--- config.mk ---
export PLATFORM = sky130hd
export DESIGN_NAME = rounding_unit_arbiter
export DESIGN_NICKNAME = d
export VERILOG_FILES = /design/src/rtl/fpu_pkg.sv /design/src/rtl/rr_arbiter2.sv /design/src/rtl/rounding_unit_arbiter.sv
export SDC_FILE = /design/constraint.sdc
export NUM_CORES = 1
export LEC_CHECK = 0
export BUFFER_PORTS_ARGS = -buffer_cell sky130_fd_sc_hd__buf_4
export CAP_MARGIN = 20
export CORE_ASPECT_RATIO = 0.75
export CORE_MARGIN = 2
export CORE_UTILIZATION = 40
export CTS_CLUSTER_DIAMETER = 40
export CTS_CLUSTER_SIZE = 25
export DETAILED_ROUTE_END_ITERATION = 8
export PLACE_DENSITY_LB_ADDON = 0.3
export SKIP_LAST_GASP = 1
export SLEW_MARGIN = 15
export SYNTH_ARGS = -nofsm -noshare
export SYNTH_HDL_FRONTEND = slang
export SYNTH_SLANG_ARGS = --single-unit
--- constraint.sdc ---
create_clock -name clk -period 1.9 [get_ports clk]
set_clock_uncertainty 0.15 [all_clocks]
set_input_delay 0.095 -clock clk [delete_from_list [all_inputs] [get_ports clk]]
set_output_delay 0.095 -clock clk [all_outputs]
set_load 0.05 [all_outputs]
--- src/rtl/fpu_pkg.sv ---
// Shared FPU types: sticky-bit source select, result source, datapath widths.
package fpu_pkg;

    localparam int unsigned FRACTION_WIDTH  = 49;
    localparam int unsigned REMAINDER_WIDTH = 27;

    typedef enum logic [1:0] {
        STICKY_ADD_MUL  = 2'd0,
        STICKY_DIV_SQRT = 2'd1,
        STICKY_F2I      = 2'd2
    } sticky_sel_e;

    typedef enum logic {
        SRC_PIPE = 1'b0,
        SRC_ITER = 1'b1
    } src_e;

    function automatic sticky_sel_e pipe_sticky_sel(input logic is_f2i);
        return is_f2i ? STICKY_F2I : STICKY_ADD_MUL;
    endfunction

endpackage

--- src/rtl/rr_arbiter2.sv ---
// Two-requester round-robin arbiter; grants only while enabled and remembers the last winner.
module rr_arbiter2
    import fpu_pkg::*;
(
    input  logic clk,
    input  logic reset,
    input  logic enable,
    input  logic req_a,
    input  logic req_b,
    output logic gnt_a,
    output logic gnt_b,
    output src_e last_grant
);

    src_e last_grant_q;
    src_e last_grant_d;

    always_comb begin
        gnt_a        = 1'b0;
        gnt_b        = 1'b0;
        last_grant_d = last_grant_q;
        if (enable) begin
            // On a tie the source that did not win last time goes first.
            if (req_a && (!req_b || last_grant_q == SRC_ITER)) begin
                gnt_a = 1'b1;
            end else if (req_b) begin
                gnt_b = 1'b1;
            end
        end
        if (gnt_a) begin
            last_grant_d = SRC_PIPE;
        end else if (gnt_b) begin
            last_grant_d = SRC_ITER;
        end
    end

    always_ff @(posedge clk) begin
        if (reset) begin
            last_grant_q <= SRC_ITER;
        end else begin
            last_grant_q <= last_grant_d;
        end
    end

    assign last_grant = last_grant_q;

endmodule

--- src/rtl/rounding_unit_arbiter.sv ---
// Shares the rounding unit between the pipelined path and the div/sqrt unit
// through a single registered output stage with valid/ready backpressure.
module rounding_unit_arbiter
    import fpu_pkg::*;
#(
    parameter int unsigned TAG_WIDTH  = 4,
    parameter int unsigned FLAG_WIDTH = 5
) (
    input  logic                       clk,
    input  logic                       reset,
    input  logic                       flush,
    input  logic                       pa_valid,
    output logic                       pa_ready,
    input  logic                       pa_is_f2i,
    input  logic [FRACTION_WIDTH-1:0]  pa_fraction,
    input  logic [TAG_WIDTH-1:0]       pa_tag,
    input  logic [FLAG_WIDTH-1:0]      pa_flags,
    input  logic                       pb_valid,
    output logic                       pb_ready,
    input  logic [FRACTION_WIDTH-1:0]  pb_fraction,
    input  logic [REMAINDER_WIDTH-1:0] pb_remainder,
    input  logic [TAG_WIDTH-1:0]       pb_tag,
    input  logic [FLAG_WIDTH-1:0]      pb_flags,
    output logic                       ru_valid,
    input  logic                       ru_ready,
    output logic [1:0]                 ru_sticky_bit_select,
    output logic [FRACTION_WIDTH-1:0]  ru_fraction,
    output logic [REMAINDER_WIDTH-1:0] ru_remainder,
    output logic [TAG_WIDTH-1:0]       ru_tag,
    output logic [FLAG_WIDTH-1:0]      ru_flags,
    output logic                       ru_source
);

    logic                       valid_q,  valid_d;
    sticky_sel_e                sticky_q, sticky_d;
    logic [FRACTION_WIDTH-1:0]  frac_q,   frac_d;
    logic [REMAINDER_WIDTH-1:0] rem_q,    rem_d;
    logic [TAG_WIDTH-1:0]       tag_q,    tag_d;
    logic [FLAG_WIDTH-1:0]      flags_q,  flags_d;
    src_e                       src_q,    src_d;

    logic advance;
    logic xfer_en;
    logic gnt_a;
    logic gnt_b;
    src_e last_grant;

    assign advance = !valid_q || ru_ready;
    assign xfer_en = advance && !flush && !reset;

    rr_arbiter2 u_arb (
        .clk        (clk),
        .reset      (reset),
        .enable     (xfer_en),
        .req_a      (pa_valid),
        .req_b      (pb_valid),
        .gnt_a      (gnt_a),
        .gnt_b      (gnt_b),
        .last_grant (last_grant)
    );

    assign pa_ready = gnt_a;
    assign pb_ready = gnt_b;

    // Payload mux into the output stage; an idle advance drops valid but keeps data.
    always_comb begin
        valid_d  = valid_q;
        sticky_d = sticky_q;
        frac_d   = frac_q;
        rem_d    = rem_q;
        tag_d    = tag_q;
        flags_d  = flags_q;
        src_d    = src_q;
        if (flush) begin
            valid_d  = 1'b0;
            sticky_d = STICKY_ADD_MUL;
            frac_d   = '0;
            rem_d    = '0;
            tag_d    = '0;
            flags_d  = '0;
            src_d    = SRC_PIPE;
        end else if (gnt_a) begin
            valid_d  = 1'b1;
            sticky_d = pipe_sticky_sel(pa_is_f2i);
            frac_d   = pa_fraction;
            rem_d    = '0;
            tag_d    = pa_tag;
            flags_d  = pa_flags;
            src_d    = SRC_PIPE;
        end else if (gnt_b) begin
            valid_d  = 1'b1;
            sticky_d = STICKY_DIV_SQRT;
            frac_d   = pb_fraction;
            rem_d    = pb_remainder;
            tag_d    = pb_tag;
            flags_d  = pb_flags;
            src_d    = SRC_ITER;
        end else if (advance) begin
            valid_d  = 1'b0;
        end
    end

    always_ff @(posedge clk) begin
        if (reset) begin
            valid_q  <= 1'b0;
            sticky_q <= STICKY_ADD_MUL;
            frac_q   <= '0;
            rem_q    <= '0;
            tag_q    <= '0;
            flags_q  <= '0;
            src_q    <= SRC_PIPE;
        end else begin
            valid_q  <= valid_d;
            sticky_q <= sticky_d;
            frac_q   <= frac_d;
            rem_q    <= rem_d;
            tag_q    <= tag_d;
            flags_q  <= flags_d;
            src_q    <= src_d;
        end
    end

    assign ru_valid             = valid_q;
    assign ru_sticky_bit_select = 2'(sticky_q);
    assign ru_fraction          = frac_q;
    assign ru_remainder         = rem_q;
    assign ru_tag               = tag_q;
    assign ru_flags             = flags_q;
    assign ru_source            = 1'(src_q);

    logic unused_last_grant;
    assign unused_last_grant = 1'(last_grant);

endmodule

==> impl_metrics.prom, run 1 <==
# TYPE chip_impl_metric gauge
chip_impl_metric{name="depth_of_the_cts_h_tree",unit=""} 3
chip_impl_metric{name="die-width",unit="um"} 109
chip_impl_metric{name="place.detailed.instances",unit=""} 722
chip_impl_metric{name="yosysSeqAreaShare",unit=""} 0.543
chip_impl_metric{name="globalplace.congestion",unit=""} 0.791
chip_impl_metric{name="cts.hold.buffers_added",unit=""} 148
chip_impl_info{name="synth_largest_area_cell",value="dfxtp_1"} 1
chip_impl_metric{name="share_of_cell_area_taken_by_muxes_after_synthesis",unit=""} 0
chip_impl_metric{name="cts_post_setup_buffers_inserted",unit=""} 0
chip_impl_metric{name="port_buffers",unit=""} 240
chip_impl_metric{name="synth_warnings",unit=""} 0
chip_impl_metric{name="synth_compound_gate_area_share",unit=""} 0.248
chip_impl_metric{name="synth_top_area_share",unit=""} 0.543
chip_impl_metric{name="floorplan.io_pins",unit=""} 241
chip_impl_metric{name="synthDistinctLibCells",unit=""} 21
chip_impl_info{name="firstError",value="[ERROR RSZ-0060] Max buffer count reached."} 1
chip_impl_metric{name="cts_resized",unit=""} 2
chip_impl_metric{name="syn_area_per_cell",unit="um2"} 8.24
chip_impl_metric{name="post_synthesis_share_of_cell_area_spent_on_full_adders_half_adders_and_majority_gates",unit=""} 0
chip_impl_metric{name="cts_inserted_buffers",unit=""} 9
chip_impl_info{name="result_of_the_run",value="stopped before the end"} 1
chip_impl_metric{name="synth-seq-cells",unit=""} 90
chip_impl_info{name="cts_root_buffer",value="clkbuf_8"} 1
chip_impl_metric{name="clock-sinks",unit=""} 90
chip_impl_metric{name="synth_xor_xnor_area_share",unit=""} 0
chip_impl_metric{name="postSynth.asyncResetShare",unit=""} 0
chip_impl_metric{name="share_of_synthesized_cell_area_in_and_or_nand_and_nor_gates",unit=""} 0.158
chip_impl_info{name="step_where_the_flow_halted",value="clock tree synthesis"} 1
chip_impl_metric{name="row_count",unit=""} 28
chip_impl_info{name="post_synth_main_area_contributors",value="dfxtp_1 54%, o22ai_1 11%, o21ai_0 8.3%, nor2_1 7.1%, nand2_1 6.6%"} 1
chip_impl_metric{name="syn-instance-count",unit=""} 403
chip_impl_info{name="yosys.cell_count.top_type",value="dfxtp_1"} 1
chip_impl_metric{name="syn-cell-area",unit="um2"} 3320
chip_impl_info{name="synthFlopType",value="dfxtp_1"} 1
chip_impl_metric{name="cts.path.max_buffers",unit=""} 2
chip_impl_metric{name="initial_core_util",unit=""} 0.416
chip_impl_info{name="netlist_top_cells_count",value="90 x dfxtp_1, 63 x nor2_1, 58 x nand2_1, 58 x o22ai_1, 55 x o21ai_0"} 1
chip_impl_metric{name="chipHeight",unit="um"} 82.9
chip_impl_metric{name="dpl.hpwl",unit="mm"} 8.12
chip_impl_metric{name="number_of_enable_type_register_cells_in_the_synthesized_netlist",unit=""} 0
chip_impl_info{name="combinational_family_with_the_most_area_after_synthesis",value="compound AO/OA/AOI/OAI gates"} 1
chip_impl_metric{name="syn_nets",unit=""} 553
stage by stage:
stage | setup WS, ns | area [um2] | hold slack [ns]
after global placement | 0.371 | 5220 | 0.162
after detailed placement | 0.284 | 5220 | 0.170
after floorplan | 0.0714 | 3320 | 0.0394
cell families after synthesis:
| group | count (synthesis) |
|---|---|
| flip-flops | 90 |
| AO/OA/AOI/OAI | 147 |
| buffers and inverters | 36 |
| AND/OR/NAND/NOR | 130 |
==> inputs of run 2 (changes only) <==
- CORE_ASPECT_RATIO: 0.75 -> not set
- CORE_UTILIZATION: 40 -> 35
- CTS_CLUSTER_DIAMETER: 40 -> not set
- CTS_CLUSTER_SIZE: 25 -> not set
- PLACE_DENSITY_LB_ADDON: 0.3 -> 0.15
==> run 2 against run 1 <==
The run now ends clean. Synthesized cell count stayed put. Area after synthesis stayed put.
==> impl_metrics.prom, run 2 <==
# TYPE chip_impl_metric gauge
chip_impl_info{name="result_of_the_run",value="finished clean"} 1
chip_impl_metric{name="grt_first_pass_wirelength",unit="mm"} 21.0
chip_impl_metric{name="postSynth.asyncResetShare",unit=""} 0
chip_impl_info{name="worstSetupStartpointType",value="flop"} 1
chip_impl_info{name="kind_of_path_behind_the_tightest_hold_check",value="primary input to flop"} 1
chip_impl_info{name="timing.critical_path.max_delay_family",value="buffers and inverters"} 1
chip_impl_info{name="crit_type",value="flop to output port"} 1
chip_impl_info{name="synth_largest_area_cell",value="dfxtp_1"} 1
chip_impl_metric{name="row_count",unit=""} 35
chip_impl_info{name="most_frequent_standard_cell_in_the_layout_excluding_fill_and_tap_cells",value="buf_4"} 1
chip_impl_metric{name="synth_top_area_share",unit=""} 0.543
chip_impl_metric{name="postPlaceCellArea",unit="um2"} 5220
chip_impl_metric{name="max_freq",unit="MHz"} 549
chip_impl_metric{name="antenna_cells",unit=""} 0
chip_impl_metric{name="first_global_vias",unit=""} 4546
chip_impl_metric{name="crit_arrival",unit="ns"} 1.58
chip_impl_metric{name="finalWorstPathRequiredPeriod",unit="ns"} 1.82
chip_impl_metric{name="syn_nets",unit=""} 553
chip_impl_metric{name="chipHeight",unit="um"} 101
chip_impl_info{name="worstHoldStart",value="pb_valid"} 1
chip_impl_metric{name="grt_remaining_overflow",unit=""} 0
chip_impl_metric{name="drt_first_pass_iters",unit=""} 4
chip_impl_info{name="rsz_0062_raised_after_global_routing",value="yes"} 1
chip_impl_metric{name="hold_viol",unit=""} 0
chip_impl_metric{name="synth-seq-cells",unit=""} 90
chip_impl_metric{name="finalMaxSlewViolations",unit=""} 0
chip_impl_info{name="yosys.cell_count.top_type",value="dfxtp_1"} 1
chip_impl_metric{name="dp_slack",unit="ns"} 0.343
chip_impl_metric{name="die_area",unit="um2"} 10300
chip_impl_metric{name="slew_headroom",unit=""} 0.658
chip_impl_info{name="r2r_end",value="ru_fraction[30]"} 1
chip_impl_metric{name="drt-vias-per-instance",unit=""} 4.93
chip_impl_metric{name="setup_viol",unit=""} 0
chip_impl_metric{name="r2r.worst_path.cells",unit=""} 6
chip_impl_info{name="final_cell_mix",value="248 x buf_4, 149 x dlygate4sd3_1, 89 x dfxtp_1"} 1
chip_impl_info{name="cts_tree",value="yes"} 1
chip_impl_info{name="critPathLaunch",value="ru_valid"} 1
chip_impl_metric{name="timing.final.ws_setup",unit="ns"} 0.0773
chip_impl_metric{name="core_area",unit="um2"} 9240
chip_impl_metric{name="yosysSeqAreaShare",unit=""} 0.543
chip_impl_info{name="synthFlopType",value="dfxtp_1"} 1
chip_impl_metric{name="route.detailed.drc",unit=""} 0
chip_impl_metric{name="cts_inserted_buffers",unit=""} 9
chip_impl_info{name="worst_hold_path.endpoint",value="ru_remainder[22]"} 1
chip_impl_info{name="setup.worst_path.end_class",value="output port"} 1
chip_impl_metric{name="crit_path_max_fanout",unit=""} 38
chip_impl_info{name="critical_path.cell_chain",value="nand2b_4 > nand4_2 > buf_6 > inv_1 > buf_4"} 1
chip_impl_metric{name="fin_nets",unit=""} 930
chip_impl_metric{name="number_of_enable_type_register_cells_in_the_synthesized_netlist",unit=""} 0
chip_impl_metric{name="tightestPinTransition",unit="ns"} 0.513
chip_impl_metric{name="port_buffers",unit=""} 240
chip_impl_metric{name="dpl.hpwl",unit="mm"} 7.89
chip_impl_metric{name="area.growth.synth_to_final",unit="%"} 111
chip_impl_metric{name="wl_per_cell",unit="um"} 15.1
chip_impl_metric{name="syn_area_per_cell",unit="um2"} 8.24
chip_impl_metric{name="utilization",unit=""} 0.757
chip_impl_metric{name="global_route.usage.total",unit=""} 0.256
chip_impl_metric{name="die-width",unit="um"} 101
chip_impl_metric{name="grt_max_degree",unit=""} 58
chip_impl_metric{name="design_power_total",unit="mW"} 4.54
chip_impl_metric{name="cts.path.max_buffers",unit=""} 2
chip_impl_info{name="cts_root_buffer",value="clkbuf_8"} 1
chip_impl_metric{name="drv.max_cap_violation_count",unit=""} 0
chip_impl_metric{name="totalNegativeSetupSlack",unit="ns"} 0
chip_impl_metric{name="globalplace.congestion",unit=""} 0.802
chip_impl_metric{name="depth_of_the_cts_h_tree",unit=""} 3
chip_impl_metric{name="clock-sinks",unit=""} 90
chip_impl_metric{name="finalCritPeriodShare",unit=""} 0.959
chip_impl_metric{name="clock_latency",unit="ns"} 0.34
chip_impl_metric{name="path_clk_slew",unit="ns"} 0.09
chip_impl_metric{name="floorplan.io_pins",unit=""} 241
chip_impl_metric{name="largest_register_ff_count",unit=""} 49
chip_impl_metric{name="r2r_setup_slack",unit="ns"} 0.09
chip_impl_metric{name="crit_buf_inv",unit=""} 3
chip_impl_info{name="post_synth_main_area_contributors",value="dfxtp_1 54%, o22ai_1 11%, o21ai_0 8.3%, nor2_1 7.1%, nand2_1 6.6%"} 1
chip_impl_metric{name="power.ir.vdd_worst",unit="uV"} 424
chip_impl_metric{name="initial_core_util",unit=""} 0.359
chip_impl_metric{name="synthDistinctLibCells",unit=""} 21
chip_impl_metric{name="worstPathRequired",unit="ns"} 1.65
chip_impl_metric{name="route.antenna.remaining_nets",unit=""} 0
chip_impl_metric{name="power_per_standard_cell_area",unit="nW/um2"} 649
chip_impl_metric{name="final_design_area_no_fill",unit="um2"} 7000
chip_impl_metric{name="grt_antenna_before_repair",unit=""} 0
chip_impl_metric{name="critical_path.max_stage_delay",unit="ns"} 0.41
chip_impl_metric{name="final_layout_size_suffix_gt1_frac",unit=""} 0.348
chip_impl_metric{name="hold_path_stages",unit=""} 5
chip_impl_info{name="netlist_top_cells_count",value="90 x dfxtp_1, 63 x nor2_1, 58 x nand2_1, 58 x o22ai_1, 55 x o21ai_0"} 1
chip_impl_metric{name="dr.first_iter.drc_count",unit=""} 115
chip_impl_info{name="slowest_cell_on_crit_path",value="dfxtp_1"} 1
chip_impl_metric{name="syn-cell-area",unit="um2"} 3320
chip_impl_metric{name="vias",unit=""} 4497
chip_impl_metric{name="synth_warnings",unit=""} 0
chip_impl_metric{name="p_leak",unit="nW"} 3.04
chip_impl_info{name="critical_path.reg2reg.startpoint",value="u_arb.last_grant"} 1
chip_impl_metric{name="wirelength",unit="mm"} 13.8
chip_impl_metric{name="syn-instance-count",unit=""} 403
run 2: cell counts after synthesis:
Identical to the previous run, type by type.
run 2: layout make-up:
cell class                      instances  area (um2)
Clock buffer                           11         151
Clock inverter                          4        98.8
Fill cell                             587        2240
Inverter                                2        7.51
Multi-Input combinational cell        277        1370
Sequential cell                        90        1800
Tap cell                              129         161
Timing Repair Buffer                  400        3400
run 2: worst max path at each step:
stage	to	slack (ns)	cells past startpoint
finish	pa_ready	0.08	5
global route	pa_ready	-0.008	5
CTS	pa_ready	0.01	5
detailed placement	ru_remainder[13]	0.34	6
global placement	ru_remainder[26]	0.42	6
floorplan	ru_sticky_bit_select[1]	0.07	6
run 2: routing by layer:
layer,GRT usage,vias up,wire length (um)
met5,0,-,0
li1,-,2157,-
met1,0.296,2063,5440
met4,0.122,0,527
met3,0.0725,48,1170
met2,0.438,229,6620
run 2: timing repair:
action,CTS,global route
endpoints found under the hold margin,88,0
hold buffers,149,0
buffers inserted,0,0
resized for setup,0,7
setup endpoints to repair,0,3
run 2: per-stage QoR:
step                hold WS, ns  std cells
floorplan                0.0394        403
global placement          0.162        749
detailed placement        0.159        749
CTS                       0.113        913
global route              0.173        913
finish                    0.140        913
run 2: cell families (layout without fill, tap and decap cells):
group,Yosys count,after routing,share of synthesized area
flip-flops,90,90,0.543
buffers and inverters,36,417,0.0516
AO/OA/AOI/OAI,147,147,0.248
AND/OR/NAND/NOR,130,130,0.158
run 2: worst register-to-register path: stages (launching register included):
cell and delay, ns:
dfxtp_2 0.34, nand2b_4 0.13, nand4_2 0.15, buf_12 0.19, o21ai_0 0.13, dlygate4sd3_1 0.57
nor2_1 0.04
run 2: power by group:
group	switching, mW	total, mW	internal (mW)
logic	0.444	0.978	0.534
clock network	0.665	1.61	0.942
registers	0.0252	1.96	1.93
(Power assumes the default switching activity.)
==> inputs of run 3 (changes only) <==
--- a/config.mk
+++ b/config.mk
@@ -6,4 +6,5 @@
 export NUM_CORES = 1
 export LEC_CHECK = 0
+export ABC_AREA = 1
 export BUFFER_PORTS_ARGS = -buffer_cell sky130_fd_sc_hd__buf_4
 export CAP_MARGIN = 20
@@ -12,4 +13,5 @@
 export DETAILED_ROUTE_END_ITERATION = 8
 export PLACE_DENSITY_LB_ADDON = 0.15
+export RECOVER_POWER = 50
 export SKIP_LAST_GASP = 1
 export SLEW_MARGIN = 15
==> constraint.sdc (replaced) <==
create_clock -name clk -period 1.9 [get_ports clk]
set_clock_uncertainty 0.15 [all_clocks]
set_input_delay 0.19 -clock clk [delete_from_list [all_inputs] [get_ports clk]]
set_output_delay 0.19 -clock clk [all_outputs]
set_load 0.05 [all_outputs]
==> run 3 against run 2 <==
Register-to-register slack gained 0.10 ns. Largest power group unchanged. Critical path type unchanged. Non-clock buffer count is 76 lower. Global-route usage decreased by 3.7 points. Synthesized cell count up 63%. Sequential power is essentially flat. Critical endpoint unchanged. Routed wire length rose by 10%. Critical path depth rose by 1. Total power up 8.4%. Sequential share of layout area down 0.25 points. Via count up 16%.
==> impl_metrics.prom, run 3 <==
# TYPE chip_impl_metric gauge
chip_impl_info{name="result_of_the_run",value="finished clean"} 1
chip_impl_metric{name="floorplan.io_pins",unit=""} 241
chip_impl_metric{name="grt_remaining_overflow",unit=""} 0
chip_impl_info{name="worstHoldStart",value="pb_fraction[17]"} 1
chip_impl_info{name="crit_path_end",value="pa_ready"} 1
chip_impl_metric{name="die-width",unit="um"} 116
chip_impl_metric{name="timing.final.ws_setup",unit="ns"} 0.0392
chip_impl_metric{name="syn-instance-count",unit=""} 656
chip_impl_metric{name="depth_of_the_cts_h_tree",unit=""} 3
chip_impl_metric{name="final_design_area_no_fill",unit="um2"} 7060
chip_impl_metric{name="globalplace.congestion",unit=""} 0.884
chip_impl_metric{name="worstPathRequired",unit="ns"} 1.56
chip_impl_info{name="final_cell_mix",value="231 x nand2_1, 160 x buf_4, 120 x nor2_1"} 1
chip_impl_metric{name="antenna_cells",unit=""} 0
chip_impl_metric{name="dp_slack",unit="ns"} 0.145
chip_impl_metric{name="drt-vias-per-instance",unit=""} 4.70
chip_impl_metric{name="clock-sinks",unit=""} 90
chip_impl_info{name="post_synth_main_area_contributors",value="dfxtp_1 41%, nand2_1 20%, nor2_1 10%, nand3b_1 10%, nand3_1 6.9%"} 1
chip_impl_metric{name="grt_first_pass_wirelength",unit="mm"} 23.4
chip_impl_metric{name="postPlaceCellArea",unit="um2"} 6360
chip_impl_metric{name="synthDistinctLibCells",unit=""} 20
chip_impl_metric{name="finalMaxSlewViolations",unit=""} 0
chip_impl_metric{name="port_buffers",unit=""} 240
chip_impl_metric{name="final_layout_size_suffix_gt1_frac",unit=""} 0.214
chip_impl_metric{name="drt_first_pass_iters",unit=""} 5
chip_impl_metric{name="synth_top_area_share",unit=""} 0.413
chip_impl_info{name="r2r_end",value="ru_flags[3]"} 1
chip_impl_metric{name="swShare",unit=""} 0.287
chip_impl_metric{name="setup_viol",unit=""} 0
chip_impl_metric{name="row_count",unit=""} 40
chip_impl_metric{name="core_area",unit="um2"} 12100
chip_impl_metric{name="p_leak",unit="nW"} 3.30
chip_impl_metric{name="r2r_setup_slack",unit="ns"} 0.19
chip_impl_metric{name="cts.path.max_buffers",unit=""} 2
chip_impl_metric{name="route.antenna.remaining_nets",unit=""} 0
chip_impl_info{name="crit_type",value="flop to output port"} 1
chip_impl_metric{name="p_comb_frac",unit=""} 0.217
chip_impl_metric{name="slew_headroom",unit=""} 0.553
chip_impl_info{name="synthFlopType",value="dfxtp_1"} 1
chip_impl_metric{name="route.detailed.drc",unit=""} 0
chip_impl_metric{name="grt_max_degree",unit=""} 51
chip_impl_metric{name="syn-cell-area",unit="um2"} 4360
chip_impl_metric{name="fin_nets",unit=""} 1090
chip_impl_metric{name="power_per_standard_cell_area",unit="nW/um2"} 697
chip_impl_metric{name="dpl.hpwl",unit="mm"} 10.2
chip_impl_metric{name="grt_antenna_before_repair",unit=""} 0
chip_impl_metric{name="chipHeight",unit="um"} 116
chip_impl_metric{name="max_freq",unit="MHz"} 537
chip_impl_metric{name="area.growth.synth_to_final",unit="%"} 61.9
chip_impl_metric{name="drv.max_cap_violation_count",unit=""} 0
chip_impl_metric{name="number_of_enable_type_register_cells_in_the_synthesized_netlist",unit=""} 0
chip_impl_info{name="rsz_0062_raised_after_global_routing",value="yes"} 1
chip_impl_metric{name="global_route.usage.total",unit=""} 0.219
chip_impl_metric{name="synth_warnings",unit=""} 0
chip_impl_info{name="setup.worst_path.end_class",value="output port"} 1
chip_impl_metric{name="r2r.worst_path.cells",unit=""} 7
chip_impl_metric{name="syn_nets",unit=""} 806
chip_impl_metric{name="crit_arrival",unit="ns"} 1.52
chip_impl_info{name="critical_path.reg2reg.startpoint",value="u_arb.last_grant"} 1
chip_impl_metric{name="wl_per_cell",unit="um"} 13.6
chip_impl_metric{name="finalWorstPathRequiredPeriod",unit="ns"} 1.86
chip_impl_info{name="cts_tree",value="yes"} 1
chip_impl_metric{name="fin_worst_hold_slack",unit="ns"} 0.00799
chip_impl_metric{name="totalNegativeSetupSlack",unit="ns"} 0
chip_impl_info{name="synth_largest_area_cell",value="dfxtp_1"} 1
chip_impl_info{name="cts_root_buffer",value="clkbuf_16"} 1
chip_impl_metric{name="initial_core_util",unit=""} 0.362
chip_impl_info{name="critPathLaunch",value="u_arb.last_grant"} 1
chip_impl_metric{name="hold_viol",unit=""} 0
chip_impl_metric{name="dr.first_iter.drc_count",unit=""} 517
chip_impl_metric{name="syn_area_per_cell",unit="um2"} 6.65
chip_impl_metric{name="finalCritPeriodShare",unit=""} 0.979
chip_impl_metric{name="fillers",unit=""} 1185
chip_impl_metric{name="wirelength",unit="mm"} 15.2
chip_impl_metric{name="p_seq_frac",unit=""} 0.398
chip_impl_info{name="most_frequent_standard_cell_in_the_layout_excluding_fill_and_tap_cells",value="nand2_1"} 1
chip_impl_metric{name="yosysSeqAreaShare",unit=""} 0.413
chip_impl_metric{name="total_switching_power",unit="mW"} 1.41
chip_impl_metric{name="die_area",unit="um2"} 13400
chip_impl_metric{name="postSynth.asyncResetShare",unit=""} 0
chip_impl_metric{name="hold_path_stages",unit=""} 5
chip_impl_metric{name="cts_inserted_buffers",unit=""} 9
chip_impl_metric{name="share_clk_of_total_power",unit=""} 0.385
chip_impl_metric{name="vias",unit=""} 5236
chip_impl_metric{name="largest_register_ff_count",unit=""} 49
chip_impl_metric{name="synth-seq-cells",unit=""} 90
chip_impl_info{name="yosys.cell_count.top_type",value="nand2_1"} 1
chip_impl_info{name="netlist_top_cells_count",value="232 x nand2_1, 120 x nor2_1, 90 x dfxtp_1, 60 x nand3_1, 58 x nand3b_1"} 1
chip_impl_metric{name="clock_latency",unit="ns"} 0.34
chip_impl_info{name="kind_of_path_behind_the_tightest_hold_check",value="primary input to flop"} 1
chip_impl_metric{name="cellInternalPower",unit="mW"} 3.51
chip_impl_metric{name="power.ir.vdd_worst",unit="uV"} 349
chip_impl_metric{name="path_clk_slew",unit="ns"} 0.07
chip_impl_metric{name="first_global_vias",unit=""} 4959
chip_impl_info{name="worstSetupStartpointType",value="flop"} 1
chip_impl_metric{name="crit_path_max_fanout",unit=""} 17
chip_impl_metric{name="tightestPinTransition",unit="ns"} 0.674
==> run 3: cell types whose count changed after synthesis, moves of 6 or more <==
cell / change
buf_4: +7
inv_2: +6
nand2_1: +174
nand3_1: +59
nand3b_1: +58
nor2_1: +57
o21ai_0: -55
o22ai_1: -58
==> run 3: worst max-delay path, stage by stage (launching register included) <==
cell and delay, ns:
dfxtp_1 0.36, inv_2 0.06, a21oi_4 0.22, nand2_8 0.14
buf_12 0.18, inv_2 0.06, buf_6 0.15
==> run 3: power by group through the flow <==
stage / Combinational (mW) / Sequential [mW] / Clock, mW
after floorplan: 0.376 / 2.17 / 0
after global placement: 0.971 / 2.00 / 0
after detailed placement: 0.977 / 2.00 / 0
after CTS: 1.10 / 1.96 / 1.96
after global routing: 1.16 / 1.96 / 2.02
final: 1.07 / 1.96 / 1.89
==> run 3: cells by family (layout without fill, tap and decap cells) <==
family	count (synthesis)	count (layout)	share of synthesized area
flops	90	90	0.413
compound gates	32	33	0.0407
buf+inv	60	348	0.0674
simple gates	474	474	0.479
==> run 3: final cells by class <==
class                           count  area [um2]  share of cell area
Sequential cell                    90        1800               0.255
Inverter                            8        32.5             0.00461
Clock buffer                       10         239              0.0338
Multi-Input combinational cell    507        2300               0.326
Clock inverter                      6        76.3              0.0108
Tap cell                          168         210              0.0298
Timing Repair Buffer              324        2400               0.340
==> run 3: worst min-delay path by stage <==
stage / slack, ns / end
after CTS: 0.0006 / ru_fraction[40]
final: 0.008 / ru_fraction[17]
after global placement: 0.26 / u_arb.last_grant
after global routing: 0.02 / ru_fraction[1]
after floorplan: 0.15 / u_arb.last_grant
after detailed placement: 0.25 / u_arb.last_grant
==> run 3: stage by stage <==
step	cells	util	total power [mW]
after CTS	1111	0.610	5.01
after detailed placement	1028	0.527	2.98
after floorplan	656	-	2.55
after global placement	1028	0.527	2.97
final	1113	0.585	4.92
after global routing	1113	0.585	5.15
==> run 3: repair_timing <==
item | 4_1_cts | 5_1_grt
gates resized for setup | 3 | 1
pin swaps | 2 | 2
hold endpoints to repair | 63 | 0
cloned | 0 | 2
buffers inserted | 3 | 0
hold buffers | 64 | 0
endpoints found under the setup margin | 2 | 60
==> run 3: layer usage <==
metal / part of all wire / vias up / global-route usage / routed length (um)
met5: 0 / - / 0 / 0
met4: 0.027 / 0 / 0.0929 / 404
met3: 0.080 / 32 / 0.0638 / 1220
met2: 0.48 / 198 / 0.371 / 7220
met1: 0.42 / 2360 / 0.261 / 6350
li1: - / 2646 / - / -
==> inputs of run 4 (changes only) <==
- CORE_ASPECT_RATIO: not set -> 0.75
==> run 4 against run 3 <==
Critical path type unchanged. Sequential cell count is the same. Highest routed layer unchanged. First-iteration DRC count is 57% lower. Critical path depth stayed put. Total power is 2.1% lower.
==> impl_metrics.prom, run 4 (same netlist as run 3, synthesis figures left out) <==
# TYPE chip_impl_metric gauge
chip_impl_info{name="result_of_the_run",value="finished clean"} 1
chip_impl_metric{name="hold_viol",unit=""} 0
chip_impl_metric{name="route.detailed.drc",unit=""} 0
chip_impl_metric{name="share_clk_of_total_power",unit=""} 0.379
chip_impl_metric{name="power.ir.vdd_worst",unit="uV"} 436
chip_impl_metric{name="area.growth.synth_to_final",unit="%"} 57.5
chip_impl_metric{name="dr.first_iter.drc_count",unit=""} 221
chip_impl_metric{name="cts_inserted_buffers",unit=""} 9
chip_impl_metric{name="design_power_total",unit="mW"} 4.82
chip_impl_metric{name="worstPathRequired",unit="ns"} 1.56
chip_impl_metric{name="floorplan.io_pins",unit=""} 241
chip_impl_metric{name="globalplace.congestion",unit=""} 0.920
chip_impl_info{name="critical_path.cell_chain",value="inv_2 > a21oi_4 > nand2_8 > buf_12 > inv_2 > buf_4"} 1
chip_impl_metric{name="wirelength",unit="mm"} 14.5
chip_impl_metric{name="largest_register_ff_count",unit=""} 49
chip_impl_metric{name="dpl.hpwl",unit="mm"} 9.96
chip_impl_metric{name="setup_viol",unit=""} 0
chip_impl_metric{name="drv.max_cap_violation_count",unit=""} 0
chip_impl_metric{name="crit_buf_inv",unit=""} 4
chip_impl_info{name="crit_type",value="flop to output port"} 1
chip_impl_metric{name="chipHeight",unit="um"} 101
chip_impl_metric{name="tightestPinTransition",unit="ns"} 0.679
chip_impl_metric{name="fin_nets",unit=""} 1075
chip_impl_metric{name="p_comb_frac",unit=""} 0.214
chip_impl_info{name="r2r_end",value="ru_fraction[47]"} 1
chip_impl_metric{name="port_buffers",unit=""} 240
chip_impl_metric{name="max_freq",unit="MHz"} 557
chip_impl_info{name="slowest_cell_on_crit_path",value="dfxtp_1"} 1
chip_impl_metric{name="crit_path_max_fanout",unit=""} 22
chip_impl_metric{name="power_per_standard_cell_area",unit="nW/um2"} 702
chip_impl_metric{name="global_route.usage.total",unit=""} 0.211
chip_impl_metric{name="cellInternalPower",unit="mW"} 3.47
chip_impl_metric{name="swShare",unit=""} 0.281
chip_impl_metric{name="crit_arrival",unit="ns"} 1.46
chip_impl_metric{name="finalMaxSlewViolations",unit=""} 0
chip_impl_metric{name="finalWorstPathRequiredPeriod",unit="ns"} 1.80
chip_impl_metric{name="p_leak",unit="nW"} 3.23
chip_impl_metric{name="die-width",unit="um"} 133
chip_impl_metric{name="slew_headroom",unit=""} 0.550
chip_impl_info{name="kind_of_path_behind_the_tightest_hold_check",value="primary input to flop"} 1
chip_impl_metric{name="cts.path.max_buffers",unit=""} 2
chip_impl_metric{name="vias",unit=""} 5074
chip_impl_metric{name="path_clk_slew",unit="ns"} 0.07
chip_impl_info{name="setup.worst_path.end_class",value="output port"} 1
chip_impl_metric{name="route.antenna.remaining_nets",unit=""} 0
chip_impl_metric{name="final_layout_size_suffix_gt1_frac",unit=""} 0.217
chip_impl_metric{name="p_seq_frac",unit=""} 0.407
chip_impl_info{name="cts_root_buffer",value="clkbuf_16"} 1
chip_impl_metric{name="initial_core_util",unit=""} 0.357
chip_impl_metric{name="row_count",unit=""} 35
chip_impl_metric{name="clock_latency",unit="ns"} 0.33
chip_impl_metric{name="grt_max_degree",unit=""} 52
chip_impl_info{name="critical_path.reg2reg.startpoint",value="ru_valid"} 1
chip_impl_metric{name="total_switching_power",unit="mW"} 1.35
chip_impl_metric{name="drt_first_pass_iters",unit=""} 4
chip_impl_info{name="crit_top_cell",value="inv_2"} 1
chip_impl_metric{name="depth_of_the_cts_h_tree",unit=""} 3
chip_impl_metric{name="r2r.worst_path.cells",unit=""} 9
chip_impl_metric{name="utilization",unit=""} 0.562
chip_impl_metric{name="clock-sinks",unit=""} 90
chip_impl_metric{name="grt_remaining_overflow",unit=""} 0
chip_impl_metric{name="drt-vias-per-instance",unit=""} 4.63
chip_impl_metric{name="grt_antenna_before_repair",unit=""} 0
chip_impl_metric{name="critical_path.max_stage_delay",unit="ns"} 0.38
chip_impl_info{name="worstSetupStartpointType",value="flop"} 1
chip_impl_metric{name="wl_per_cell",unit="um"} 13.2
chip_impl_metric{name="r2r_setup_slack",unit="ns"} 0.15
chip_impl_info{name="most_frequent_standard_cell_in_the_layout_excluding_fill_and_tap_cells",value="nand2_1"} 1
chip_impl_info{name="worst_hold_path.endpoint",value="ru_fraction[12]"} 1
chip_impl_metric{name="first_global_vias",unit=""} 4732
chip_impl_metric{name="core_area",unit="um2"} 12200
chip_impl_info{name="worstHoldStart",value="pb_fraction[12]"} 1
chip_impl_info{name="timing.critical_path.max_delay_family",value="buffers and inverters"} 1
chip_impl_metric{name="die_area",unit="um2"} 13400
chip_impl_info{name="rsz_0062_raised_after_global_routing",value="no"} 1
chip_impl_info{name="cts_tree",value="yes"} 1
chip_impl_info{name="final_cell_mix",value="231 x nand2_1, 165 x buf_4, 120 x nor2_1"} 1
chip_impl_metric{name="antenna_cells",unit=""} 0
chip_impl_metric{name="hold_path_stages",unit=""} 5
chip_impl_metric{name="totalNegativeSetupSlack",unit="ns"} 0
chip_impl_metric{name="finalCritPeriodShare",unit=""} 0.945
chip_impl_metric{name="grt_first_pass_wirelength",unit="mm"} 22.8
## run 4: changes by cell type in the layout (fill, tap and decap cells not counted), moves of 2 or more
| cell | change |
|---|---|
| buf_4 | +5 |
| buf_6 | -2 |
| clkinv_4 | +2 |
| dlygate4sd3_1 | -16 |
## run 4: stage by stage
step	worst slack [ns]	hold WS (ns)	area, um2	cells
2_1_floorplan	0.0541	0.150	4360	656
3_3_place_gp	0.201	0.293	6360	1028
3_5_place_dp	0.128	0.303	6360	1028
4_1_cts	0.00947	0.000113	7190	1096
5_1_grt	0.0178	0.0141	6870	1096
6_report	0.105	0.0100	6870	1096
## run 4: how the worst max path moves through the flow
stage	start	cells after the start	slack [ns]	to
6_report	u_arb.last_grant	6	0.10	pa_ready
5_1_grt	ru_valid	6	0.02	pb_ready
4_1_cts	ru_valid	6	0.009	pb_ready
3_5_place_dp	reset	9	0.13	ru_remainder[4]
3_3_place_gp	reset	9	0.20	ru_remainder[11]
2_1_floorplan	ru_valid	9	0.05	ru_sticky_bit_select[1]
## run 4: final cells by class
class	count	area, um2
inverter	8	35.0
clock buffer	10	239
fill	1216	5350
tap	166	208
clock inverter	6	72.6
sequential	90	1800
timing repair buffer	310	2210
multi-input combinational	506	2300
## run 4: tightest hold or removal path: stages
cell     delay (ns)
buf_4          0.08
nand2_1        0.05
nand2_1        0.05
nor2_1         0.03
nor2_1         0.07
## run 4: power groups by stage
stage / registers [mW] / logic, mW / clock network (mW)
floorplan: 2.17 / 0.376 / 0
global placement: 2.00 / 0.968 / 0
detailed placement: 2.00 / 0.975 / 0
CTS: 1.96 / 1.07 / 1.89
global route: 1.96 / 1.12 / 1.97
finish: 1.96 / 1.03 / 1.83
## run 4: metal layers
layer,vias up,share of wire,GRT usage
met5,-,0,0
met4,0,0.015,0.0604
met3,18,0.076,0.0633
met2,183,0.47,0.362
met1,2261,0.44,0.258
li1,2612,-,-
## run 4: timing repair
| item | CTS | global route |
|---|---|---|
| buffers inserted | 4 | 0 |
| pin swaps | 3 | 1 |
| gates resized for setup | 2 | 2 |
| hold endpoints to repair | 47 | 0 |
| setup endpoints to repair | 2 | 1 |
| hold buffers | 48 | 0 |
